### src/rtl/restart_monitor.sv
// Restart sequencer downstream of the alarm module: edge-detects restart/alarm inputs,
// generates the GOJAM pulse, and keeps the sticky cause register, lamp latch and restart count.
module restart_monitor #(
    parameter int unsigned GOJAM_CYCLES   = 8,
    parameter int unsigned HOLDOFF_CYCLES = 4,
    parameter int unsigned CNT_W          = 4
) (
    input  logic             clk,
    input  logic             rst_n,
    input  logic             RESTRT,
    input  logic             MSTRT,
    input  logic [7:0]       ALMIN,
    input  logic             RCH77,
    input  logic             WCH77,
    input  logic             ERRST,
    output logic             GOJAM,
    output logic             RSTLMP,
    output logic [7:0]       CH77,
    output logic             CH77V,
    output logic [CNT_W-1:0] RSTCNT,
    output logic             BUSY
);

    typedef enum logic [1:0] {StIdle, StJam, StHold} state_e;

    localparam logic [7:0]       JamLast  = 8'(GOJAM_CYCLES - 1);
    localparam logic [7:0]       HoldLast = 8'(HOLDOFF_CYCLES - 1);
    localparam logic [CNT_W-1:0] CntMax   = '1;

    state_e     state_q;
    logic [7:0] timer_q;
    logic       restrt_q, mstrt_q, start_q;
    logic [7:0] almin_q, cause_q;
    logic [7:0] alm_rise;
    logic       restart_rise;

    assign alm_rise     = ALMIN & ~almin_q;
    assign restart_rise = (RESTRT & ~restrt_q) | (MSTRT & ~mstrt_q);

    // Input edge registers, sticky cause register and channel-77 read port.
    always_ff @(posedge clk or negedge rst_n) begin
        if (!rst_n) begin
            restrt_q <= 1'b0;
            mstrt_q  <= 1'b0;
            almin_q  <= 8'h00;
            start_q  <= 1'b0;
            cause_q  <= 8'h00;
            CH77     <= 8'h00;
            CH77V    <= 1'b0;
        end else begin
            restrt_q <= RESTRT;
            mstrt_q  <= MSTRT;
            almin_q  <= ALMIN;
            // Edges seen outside IDLE are dropped rather than queued.
            start_q  <= restart_rise & (state_q == StIdle);
            cause_q  <= (WCH77 ? 8'h00 : cause_q) | alm_rise;
            CH77V    <= RCH77;
            if (RCH77) begin
                CH77 <= cause_q;
            end
        end
    end

    always_ff @(posedge clk or negedge rst_n) begin
        if (!rst_n) begin
            state_q <= StIdle;
            timer_q <= 8'h00;
            GOJAM   <= 1'b0;
            BUSY    <= 1'b0;
            RSTLMP  <= 1'b0;
            RSTCNT  <= '0;
        end else begin
            case (state_q)
                StIdle: begin
                    if (start_q) begin
                        state_q <= StJam;
                        timer_q <= 8'h00;
                        GOJAM   <= 1'b1;
                        BUSY    <= 1'b1;
                    end
                end
                StJam: begin
                    if (timer_q == JamLast) begin
                        state_q <= StHold;
                        timer_q <= 8'h00;
                        GOJAM   <= 1'b0;
                    end else begin
                        timer_q <= timer_q + 8'd1;
                    end
                end
                StHold: begin
                    if (timer_q == HoldLast) begin
                        state_q <= StIdle;
                        timer_q <= 8'h00;
                        BUSY    <= 1'b0;
                    end else begin
                        timer_q <= timer_q + 8'd1;
                    end
                end
                default: begin
                    state_q <= StIdle;
                    timer_q <= 8'h00;
                    GOJAM   <= 1'b0;
                    BUSY    <= 1'b0;
                end
            endcase

            // Entering JAM sets the lamp even if ERRST is held that cycle.
            if (state_q == StIdle && start_q) begin
                RSTLMP <= 1'b1;
                if (RSTCNT != CntMax) begin
                    RSTCNT <= RSTCNT + CNT_W'(1);
                end
            end else if (ERRST) begin
                RSTLMP <= 1'b0;
            end
        end
    end

endmodule

### config.mk
export PLATFORM = sky130hd
export DESIGN_NAME = restart_monitor
export DESIGN_NICKNAME = d
export VERILOG_FILES = /design/src/rtl/restart_monitor.sv
export SDC_FILE = /design/constraint.sdc
export NUM_CORES = 1
export LEC_CHECK = 0
export ABC_AREA = 0
export ABC_CLOCK_PERIOD_IN_PS = 3150
export CAP_MARGIN = 30
export CORE_ASPECT_RATIO = 1.1
export CORE_UTILIZATION = 56
export DETAILED_ROUTE_END_ITERATION = 6
export PLACE_DENSITY = 0.83
export SYNTH_ARGS = -nofsm -noshare
export SYNTH_HDL_FRONTEND = slang
export SYNTH_SLANG_ARGS = --single-unit
export TNS_END_PERCENT = 30
### constraint.sdc
create_clock -name clk -period 3.15 [get_ports clk]
set_input_delay 0.315 -clock clk [delete_from_list [all_inputs] [get_ports clk]]
set_output_delay 0.315 -clock clk [all_outputs]
set_load 0.005 [all_outputs]
### After elaboration in Yosys (flattened, before gate mapping)

Cells that the tools add are included.

| word-level totals | value |
|---|---|
| register bits | 45 |
| input port bits | 15 |
| output and inout port bits | 16 |

| operators by class | value |
|---|---|
| $add $sub $neg | 2 |
| equal/unequal tests | 8 |
| mux-type cells | 16 |
| bitwise gates (word level) | 11 |
| reductions and logical operators | 7 |

Operators with widths:

| kind | count |
|---|---|
| $mux 8 | 4 |
| $pmux 8 s3 | 1 |
| $reduce_and 3->1 | 3 |
| $add 8x1->8 const B | 1 |
| $and 8x8->8 | 1 |
| $eq 8x2->1 const B | 1 |
| $eq 8x3->1 const B | 1 |
| $not 8->8 | 1 |
| $or 8x8->8 | 1 |
| $mux 2 | 3 |
| $ne 2x2->1 const B | 3 |
| $pmux 1 s3 | 2 |
| $pmux 2 s3 | 1 |
| $mux 1 | 5 |
| $add 4x1->4 const B | 1 |
| $ne 4x4->1 const B | 1 |
| $not 1->1 | 4 |
| $and 1x1->1 | 3 |
| $eq 2x1->1 const B | 1 |
| $eq 2x2->1 const B | 1 |
| $logic_not 2->1 | 1 |
| $reduce_and 2->1 | 1 |
| $reduce_bool 2->1 | 1 |
| $logic_and 1x1->1 | 1 |
| $or 1x1->1 | 1 |

### Longest topological paths before layout

Gate-level depths: netlist (run 1).

| logic depth | value |
|---|---|
| word-level depth | 4 |
| depth in mapped cells | 7 |

### Least setup slack after synthesis (run 1)

OpenSTA, ideal clock, no wires.

| timing path | value |
|---|---|
| path type | register to register |
| start | reg timer_q[0] |
| end | reg BUSY |
| setup time | 121 ps |
| arrival | 1,451 ps |
| required time | 3,029 ps |
| setup slack | 1,578 ps |
| cell stages (with the launch flop) | 6 |
| buffers on the path | 0 |
| cells stage by stage | dfrtp_1 -> ha_1 -> nor4b_1 -> a21oi_1 -> nor2_1 -> o22a_1 |

| on the way | value |
|---|---|
| cells in the longest elaborated chain, start to end | 3 |

RTL lines:

| element | line | source |
|---|---|---|
| start, declared | 31 | `logic [7:0] timer_q;` |
| start signal, assigned | 88 | `timer_q <= timer_q + 8'd1;` |
| start signal, assigned | 97 | `timer_q <= timer_q + 8'd1;` |
| $eq 8x2->1 | 92 | `if (timer_q == HoldLast) begin` |
| $ne 2x2->1 (no line) | -- |  |
| $reduce_and 3->1 (no line) | -- |  |
| end signal, assigned | 79 | `BUSY <= 1'b1;` |
| end signal, assigned | 95 | `BUSY <= 1'b0;` |
| end signal, assigned | 104 | `BUSY <= 1'b0;` |
| end, declared | 21 | `output logic BUSY` |

No other way between the ends.
A chain may end at the register's enable or synchronous reset.

### Worst setup path in the final report (run 1)

| timing path | value |
|---|---|
| start | reg state_q[1] |
| end | reg timer_q[5] |

| on the way | value |
|---|---|
| cells in the longest elaborated chain, start to end | 2 |

RTL lines:

| element | line | source |
|---|---|---|
| start, declared | 30 | `state_e state_q;` |
| start signal, assigned | 66 | `state_q <= StIdle;` |
| start signal, assigned | 76 | `state_q <= StJam;` |
| start signal, assigned | 84 | `state_q <= StHold;` |
| $eq 2x2->1, or another cell as far along | 73 | `case (state_q)` |
| $pmux 8 s3 or $ne 2x2->1 (tied branches) | -- |  |

Several ways; a longest one is shown, not always the timed one.

==> impl_metrics.tcl, run 1 <==
set metrics [dict create \
    violations "design-rule violations" \
    grt_overflow 0 \
    post_drt_wl_per_cell_um 14.50 \
    avgSynthCellArea_sq_um 11.89 \
    slew-limit-headroom_pct 53.89 \
    period_share_pct 61.17 \
    total_leakage_power_nw 1.010 \
    antenna_found_initial 0 \
    synth_seq_area_share_pct 59.92 \
    crit_chain "inv_1, ha_1, nor2b_1, nor3_1, xnor2_1, nor2_1" \
    stdcell_count 227 \
    fmax_ghz 0.5190 \
    drc_errors 1 \
    yosysMostFrequentCell "dfrtp_1" \
    comb_power_share_pct 31.4 \
    path_class "reg2reg" \
    finalHoldViolations 0 \
    vias_per_cell 5.458 \
    ctsResizeCount 0 \
    reg2reg_depth 6 \
    initial_core_util_pct 60.10 \
    ys_seq_elements 45 \
    clk_latency_ns 0.36 \
    cp.arrival_ns 2.19 \
    grt_max_degree 46 \
    slew_viol_final 0 \
    place_congestion 0.7708 \
    endpoint_kind "flop" \
    dp_slack_ns 1.233 \
    dieArea_sq_mm 0.003592 \
    synthArstFlopShare_pct 100.0 \
    clockBufferDepth 2 \
    worst_path_max_delay_cell "nor2b_1" \
    reg2reg_slack_ns 1.22 \
    dp.cells 218 \
    worstPathRequired_ns 3.41 \
    chipWidth_um 57.24 \
    ant_nets 0 \
    postCtsHoldBufs 0 \
    clock_sinks 45 \
    syn_to_final_growth_pct 20.97 \
    drive_gt1_share_pct 11.40 \
    drt_iter0_markers 53 \
    hold_ws_ns 0.2967 \
    fp.coreArea_sq_mm 0.003127 \
    fin_worst_skew_ns 0.005008 \
    num_vias 1239 \
    ys_top_cells_by_count "dfrtp_1 (45), inv_1 (23), mux2_2 (9), nand2_1 (9), o22ai_1 (9)" \
    hp-class "in2async" \
    max-cap-violations 0 \
    crit_fanout 8 \
    synthTopCellsByArea "dfrtp_1 (60%), mux2_2 (5.4%), inv_1 (4.6%)" \
    fin_crit_ns 1.927 \
    final_nets 213 \
    layout_setup_ws_ns 1.223 \
    grt_pass1_vias 1269 \
    tightest_slew_ns 0.6902 \
    synth.top_cell.area_share_pct 59.92 \
    status "complete, but fails checks" \
    synth_area_sq_mm 0.001879 \
    drt-total-wl_um 3292 \
    grt_first_pass_wirelength_um 5720 \
    reg2reg_to "timer_q[5]$_DFFE_PN0P_" \
    post_dp_cell_area_sq_mm 0.002193 \
    p_sw_share_pct 31.91 \
    io_pins 31 \
    rows 21 \
    path_clk_slew_ns 0.12 \
    synth-edff-count 0 \
    power_frac_clock_pct 17.8 \
    cts_max_level 2 \
    p_switching_uw 465.7 \
    postSynthCellCount 158 \
    cp-startpoint "state_q[1]$_DFFE_PN0P_" \
    die_h_um 62.76 \
    crit_end "timer_q[5]$_DFFE_PN0P_" \
    dp_hpwl_um 2380 \
    clockRootBuffer "clkbuf_4" \
    grt_setup_unrepaired "no" \
    yosys_most_used_dff "dfrtp_1" \
    cts_tree "done" \
    grt_use_total_pct 21.82 \
    cts_made_buffers 5 \
    tns_ns 0 \
    power_density_mw_per_mm2 641.9 \
    seqPwrFrac_pct 50.8 \
    setup_violations 0 \
    design_area_sq_mm 0.002273 \
    syn-num-nets 178 \
    synth_top_cell_by_area "dfrtp_1" \
    drt_pass1_iterations 6 \
    ys_types 35 \
    irDropWorstVdd_v 0.0004961 \
    p_int_uw 993.6 \
    r2r_start "state_q[1]$_DFFE_PN0P_" \
    max_stage_delay_ns 0.60 \
    portBuffers 30 \
    cp-start-kind "flop" \
    cts_setup_buffers 0 \
    ys_warn_count 0 \
    diodes 0 \
]
-- area by class of cell --
type / instances / area (sq um)
sequential: 45 / 1126
fill: 214 / 853.3
multi-input combinational: 86 / 643.1
timing repair buffer: 32 / 325.3
inverter: 23 / 86.33
tap: 34 / 42.54
clock buffer: 6 / 41.29
clock inverter: 1 / 8.758
-- layout by cell type (no fill, tap or decap), drive strengths merged, types with 6 or more instances in the layout --
master and count:
dfrtp 45, clkdlybuf4s50 29, inv 23, o22ai 9, nand2 9, mux2 9
nor2 8, clkbuf 6
-- cells by family after synthesis --
logic type      after synthesis  synth area share (%)
xor+xnor                      8                 3.729
simple gates                 39                 12.52
buf+inv                      27                 5.859
mux                           9                 5.393
fa+ha+maj                     5                 3.329
compound gates               25                 9.255
flops                        45                 59.92
-- per-stage QoR --
stage	power, mW	util [%]
2_1_floorplan	0.9953	-
3_3_place_gp	1.178	70.15
3_5_place_dp	1.207	70.15
4_1_cts	1.471	71.75
5_1_grt	1.547	72.71
6_report	1.459	72.71
-- per-layer routing --
| layer | wire length (um) | vias to the layer above | global-route usage [%] |
|---|---|---|---|
| met5 | 0 | - | 0 |
| met4 | 112 | 0 | 12.50 |
| met3 | 167 | 12 | 7.453 |
| met2 | 1681 | 34 | 34.85 |
| met1 | 1331 | 593 | 25.39 |
| li1 | - | 600 | - |
-- worst min-delay path by stage --
stage	slack, ns	to
final	0.30	cause_q[1]$_DFF_PN0_
after global routing	0.28	CH77[0]$_DFFE_PN0P_
after CTS	0.11	almin_q[6]$_DFF_PN0_
after detailed placement	0.41	cause_q[5]$_DFF_PN0_
after global placement	0.40	cause_q[5]$_DFF_PN0_
after floorplan	0.02	BUSY$_DFFE_PN0P_
-- flip-flops by register name, summed over array words and instances, names as in the netlist --
name,count
CH77,8
CH77V,1
RSTCNT,4
RSTLMP,1
GOJAM,1
BUSY,1
almin_q,8
state_q,2
mstrt_q,1
timer_q,8
restrt_q,1
start_q,1
cause_q,8
-- power groups by stage --
stage / Combinational, mW / Clock [mW] / Sequential [mW]
6_report: 0.458 / 0.260 / 0.741
5_1_grt: 0.503 / 0.291 / 0.753
4_1_cts: 0.458 / 0.271 / 0.742
3_5_place_dp: 0.455 / 0 / 0.752
3_3_place_gp: 0.432 / 0 / 0.745
2_1_floorplan: 0.250 / 0 / 0.746
-- worst max-delay path, delay by kind of cell (launching register included) --
kind,cells,cell delay [ns]
XOR/XNOR,1,0.17
adder cells (fa/ha/maj),1,0.29
buffers and inverters,1,0.13
AND/OR/NAND/NOR,3,0.81
flip-flops,1,0.43
Power figures use the tool's default switching activity.
==> inputs of run 2 (changes only) <==
--- a/config.mk
+++ b/config.mk
@@ -6,12 +6,12 @@
 export NUM_CORES = 1
 export LEC_CHECK = 0
 export ABC_AREA = 0
-export ABC_CLOCK_PERIOD_IN_PS = 3150
+export ABC_CLOCK_PERIOD_IN_PS = 1900
 export CAP_MARGIN = 30
 export CORE_ASPECT_RATIO = 1.1
-export CORE_UTILIZATION = 56
+export CORE_UTILIZATION = 52
 export DETAILED_ROUTE_END_ITERATION = 6
-export PLACE_DENSITY = 0.83
+export PLACE_DENSITY = 0.78
 export SYNTH_ARGS = -nofsm -noshare
 export SYNTH_HDL_FRONTEND = slang
 export SYNTH_SLANG_ARGS = --single-unit
==> constraint.sdc (replaced) <==
create_clock -name clk -period 1.9 [get_ports clk]
set_input_delay 0.19 -clock clk [delete_from_list [all_inputs] [get_ports clk]]
set_output_delay 0.19 -clock clk [all_outputs]
set_load 0.005 [all_outputs]
==> run 2 against run 1 <==
The run now ends clean. Highest routed layer unchanged. Non-clock buffer count up 3. Flip-flop and latch count unchanged. Clock skew up 0.0095 ns. Final area up 2.5%. Setup slack worse by 1.1 ns.
==> impl_metrics.tcl, run 2 (same netlist as run 1, synthesis figures left out) <==
set metrics [dict create \
    setup_violations 0 \
    cts_made_buffers 5 \
    crit_chain "ha_1, nor4bb_2, nand2_1, a31oi_4, nor2_1" \
    hp-class "in2reg" \
    cp.arrival_ns 2.02 \
    worst_path_max_delay_cell "dfrtp_1" \
    irDropWorstVdd_v 0.0007960 \
    vias_per_cell 5.192 \
    fin_crit_ns 1.784 \
    dp_slack_ns 0.1251 \
    drc_errors 0 \
    grtUsageMet1_pct 23.96 \
    cp-start-kind "flop" \
    period_share_pct 93.91 \
    chipWidth_um 59.32 \
    cts_tree "done" \
    syn_to_final_growth_pct 24.03 \
    drt-total-wl_um 3369 \
    fp.coreArea_sq_mm 0.003386 \
    worstPathRequired_ns 2.14 \
    fillers 260 \
    rows 22 \
    post_drt_wl_per_cell_um 13.75 \
    endpoint_kind "flop" \
    use_met3_pct 5.788 \
    grt_overflow 0 \
    max-cap-violations 0 \
    cts_setup_buffers 0 \
    die_h_um 65.05 \
    slew_viol_final 0 \
    post-route-util_pct 68.85 \
    diodes 0 \
    total_leakage_power_nw 1.034 \
    clockBufferDepth 2 \
    place_congestion 0.7847 \
    reg2reg_to "timer_q[4]$_DFFE_PN0P_" \
    final_nets 216 \
    cp-startpoint "timer_q[0]$_DFFE_PN0P_" \
    grt_use_total_pct 20.86 \
    crit_end "timer_q[4]$_DFFE_PN0P_" \
    clock_sinks 45 \
    initial_core_util_pct 55.51 \
    portBuffers 30 \
    grt_pass1_vias 1366 \
    design_area_sq_mm 0.002331 \
    multi_input_area_sq_um 649.4 \
    dp.cells 236 \
    slew-limit-headroom_pct 63.43 \
    cts_max_level 2 \
    status "completed" \
    fmax_ghz 0.5604 \
    drt_pass1_iterations 4 \
    grt_first_pass_wirelength_um 5899 \
    layout_setup_ws_ns 0.1157 \
    dp_hpwl_um 2591 \
    final_cell_mix "dfrtp_1 (45), clkdlybuf4s50_1 (29), inv_1 (23)" \
    max_stage_delay_ns 0.47 \
    ant_nets 0 \
    clockRootBuffer "clkbuf_4" \
    fin_worst_skew_ns 0.01454 \
    antenna_found_initial 0 \
    grt_setup_unrepaired "no" \
    tightest_slew_ns 0.5486 \
    finalHoldViolations 0 \
    reg2reg_slack_ns 0.12 \
    num_vias 1272 \
    power_density_mw_per_mm2 1090 \
    busiest_layer "met2" \
    drive_gt1_share_pct 14.21 \
    tns_ns 0 \
    ff_latch_area_sq_mm 0.001126 \
    clk_latency_ns 0.36 \
    crit_fanout 7 \
    dieArea_sq_mm 0.003859 \
    drt_iter0_markers 31 \
    post_dp_cell_area_sq_mm 0.002241 \
    path_clk_slew_ns 0.13 \
    met2_usage_pct 36.10 \
    stdcell_count 245 \
    grt_max_degree 27 \
    reg2reg_depth 5 \
    io_pins 31 \
    final_common_cell "dfrtp_1" \
    path_class "reg2reg" \
    r2r_start "timer_q[0]$_DFFE_PN0P_" \
]
## run 2: changes by cell type in the layout (fill, tap and decap cells not counted), sizes merged
cell / change
buf: +3
clkbuf: +1
clkinv: -1
inv: +1
## run 2: report_power, final
| group | leakage [nW] | switching, mW | internal [mW] |
|---|---|---|---|
| Sequential | 0.558 | 0.124 | 1.11 |
| Clock | 0.0419 | 0.296 | 0.222 |
| Combinational | 0.434 | 0.368 | 0.421 |
| Total | 1.03 | 0.788 | 1.75 |
## run 2: layout make-up
class	instances	share of cell area, %
Inverter	23	3.704
Tap cell	48	2.576
Sequential cell	45	48.31
Timing Repair Buffer	35	14.39
Clock buffer	7	2.791
Multi-Input combinational cell	86	27.86
Clock inverter	1	0.3757
## run 2: worst max-delay path, delay by kind of cell, from the launching register on
kind | cells | cell delay, ns
AOI/OAI and AO/OA | 1 | 0.25
adders and majority gates | 1 | 0.30
DFF | 1 | 0.47
and+or+nand+nor | 3 | 0.63
## run 2: stage by stage
| step | hold slack, ns | total power [mW] |
|---|---|---|
| after floorplan | -0.1056 | 1.650 |
| after global placement | 0.1925 | 1.990 |
| after detailed placement | 0.2130 | 2.043 |
| after CTS | 0.2797 | 2.563 |
| after global routing | 0.2587 | 2.707 |
| final | 0.2824 | 2.540 |
## run 2: metal layers
layer	vias to the layer above	routed length, um
li1	613	-
met2	28	1759
met5	-	0
met3	6	142
met1	625	1417
met4	0	50
## run 2: worst min-delay path by stage
stage	cells past startpoint	startpoint	to
final	1	RESTRT	restrt_q$_DFF_PN0_
after global routing	1	ALMIN[0]	almin_q[0]$_DFF_PN0_
after CTS	1	RESTRT	restrt_q$_DFF_PN0_
after detailed placement	1	rst_n	almin_q[7]$_DFF_PN0_
after global placement	1	rst_n	CH77[7]$_DFFE_PN0P_
after floorplan	0	rst_n	BUSY$_DFFE_PN0P_
## run 2: repair_timing
action,4_1_cts,5_1_grt
setup endpoints to repair,0,6
endpoints found under the hold margin,24,0
gates resized for setup,0,1
hold buffers,1,0
==> inputs of run 3 (changes only) <==
--- a/config.mk
+++ b/config.mk
@@ -8,7 +8,7 @@
 export ABC_AREA = 0
 export ABC_CLOCK_PERIOD_IN_PS = 1900
 export CAP_MARGIN = 30
-export CORE_ASPECT_RATIO = 1.1
+export CORE_ASPECT_RATIO = 1.5
 export CORE_UTILIZATION = 52
 export DETAILED_ROUTE_END_ITERATION = 6
 export PLACE_DENSITY = 0.78
==> run 3 against run 2 <==
Fmax grew 3.2%. Critical path depth is the same. Clock skew shrank 0.0080 ns. Sequential share of layout area shrank 0.49 points. Combinational power grew 2%. Wire length grew 7.2%. Via count grew 1.3%. Flip-flop and latch count is the same. Final cell count shrank 2.9%.
==> impl_metrics.tcl, run 3 (same netlist as run 1, synthesis figures left out) <==
set metrics [dict create \
    status "completed" \
    crit_fanout 7 \
    slew_viol_final 0 \
    rows 26 \
    cts_max_level 2 \
    fp.coreArea_sq_mm 0.003416 \
    path_clk_slew_ns 0.09 \
    comb_power_share_pct 29.0 \
    grt_max_degree 34 \
    grt_first_pass_wirelength_um 5927 \
    cts_made_buffers 5 \
    endpoint_kind "flop" \
    fillers 278 \
    hold_ws_ns 0.3594 \
    cts_setup_buffers 0 \
    post_drt_wl_per_cell_um 15.17 \
    seqPwrFrac_pct 44.8 \
    drc_errors 0 \
    power_density_mw_per_mm2 1173 \
    grt_pass1_vias 1327 \
    clockRootBuffer "clkbuf_8" \
    tightest_slew_ns 0.6904 \
    final_cell_mix "dfrtp_1 (45), clkdlybuf4s50_1 (29), inv_1 (23)" \
    grt_overflow 0 \
    dieArea_sq_mm 0.003864 \
    syn_to_final_growth_pct 25.30 \
    max-cap-violations 0 \
    p_switching_uw 832.9 \
    grt_setup_unrepaired "no" \
    hp-class "in2reg" \
    cts_tree "done" \
    finalHoldViolations 0 \
    worstPathRequired_ns 2.09 \
    irDropWorstVdd_v 0.0008256 \
    fin_crit_ns 1.728 \
    cp-start-kind "flop" \
    antenna_found_initial 0 \
    setup_violations 0 \
    vias_per_cell 5.412 \
    ant_nets 0 \
    total_leakage_power_nw 1.046 \
    p_int_mw 1.928 \
    cp.arrival_ns 1.91 \
    clockBufferDepth 2 \
    num_vias 1288 \
    fmax_ghz 0.5786 \
    power_frac_clock_pct 26.2 \
    slew-limit-headroom_pct 53.97 \
    path_class "reg2reg" \
    diodes 0 \
    initial_core_util_pct 55.02 \
    drt_pass1_iterations 4 \
    dp_slack_ns 0.1223 \
    drive_gt1_share_pct 13.78 \
    layout_setup_ws_ns 0.1716 \
    grt_use_total_pct 21.66 \
    place_congestion 0.8709 \
    io_pins 31 \
    final_common_cell "dfrtp_1" \
    tns_ns 0 \
    drt_iter0_markers 24 \
    dp_hpwl_um 2651 \
    clk_latency_ns 0.29 \
    final_nets 215 \
    fin_worst_skew_ns 0.006561 \
    p_sw_share_pct 30.17 \
    portBuffers 30 \
    drt-total-wl_um 3610 \
    clock_sinks 45 \
    period_share_pct 90.97 \
    chipWidth_um 51.09 \
    die_h_um 75.63 \
]
## run 3: changes by cell type in the layout (fill, tap and decap cells not counted), sizes merged
cell    before  now
bufinv       0    1
clkinv       0    1
clkbuf       7    5
buf          5    4
## run 3: path summary, 6_finish.rpt
path                                   startpoint                      to  slack, ns  cells past startpoint
setup / recovery           timer_q[1]$_DFFE_PN0P_  timer_q[3]$_DFFE_PN0P_       0.17                      5
hold / removal                           ALMIN[4]    almin_q[4]$_DFF_PN0_       0.36                      1
setup reg to reg           timer_q[1]$_DFFE_PN0P_  timer_q[3]$_DFFE_PN0P_       0.17                      5
hold reg to reg              almin_q[2]$_DFF_PN0_    cause_q[2]$_DFF_PN0_       0.43                      1
max in group asynchronous                   rst_n  timer_q[5]$_DFFE_PN0P_       0.78                      3
min in group asynchronous                   rst_n    cause_q[6]$_DFF_PN0_       0.48                      2
## run 3: final cells by class
| cell class | count | area, sq um | share of cell area, % |
|---|---|---|---|
| clock buffer | 5 | 68.82 | 2.922 |
| tap | 42 | 52.55 | 2.232 |
| multi-input combinational | 86 | 649.4 | 27.58 |
| clock inverter | 3 | 43.79 | 1.860 |
| timing repair buffer | 34 | 327.8 | 13.92 |
| sequential | 45 | 1126 | 47.82 |
| inverter | 23 | 86.33 | 3.666 |
## run 3: power groups by stage
| stage | registers, mW | clock network (mW) | logic, mW |
|---|---|---|---|
| after detailed placement | 1.25 | 0 | 0.791 |
| after CTS | 1.24 | 0.735 | 0.803 |
| after global placement | 1.24 | 0 | 0.757 |
| after floorplan | 1.24 | 0 | 0.414 |
| final | 1.24 | 0.722 | 0.801 |
| after global routing | 1.26 | 0.770 | 0.882 |
## run 3: critical path, cell delays in order, from the launching register on
cell and delay (ns):
dfrtp_1 0.42, ha_1 0.30, nor4bb_1 0.39, nand2_1 0.20
a31oi_4 0.24, nor2_1 0.08
## run 3: per-layer routing
layer / up-vias / track usage [%] / share of wire, %
met3: 9 / 4.591 / 3.3
li1: 608 / - / -
met4: 0 / 11.11 / 2.4
met1: 641 / 22.50 / 37
met5: - / 0 / 0
met2: 30 / 40.50 / 57
## run 3: through the flow
| step | utilization (%) | cells | power (mW) | instance area [sq um] |
|---|---|---|---|---|
| 6_report | 68.94 | 238 | 2.761 | 2355 |
| 5_1_grt | 68.94 | 238 | 2.913 | 2355 |
| 4_1_cts | 68.75 | 238 | 2.773 | 2349 |
| 3_5_place_dp | 65.16 | 229 | 2.043 | 2226 |
| 3_3_place_gp | 65.16 | 229 | 1.998 | 2226 |
| 2_1_floorplan | - | 158 | 1.650 | 1879 |
## run 3: timing repair
action	4_1_cts	5_1_grt
hold endpoints to repair	32	0
endpoints found under the setup margin	0	2
resized for setup	0	1
hold buffers	1	0
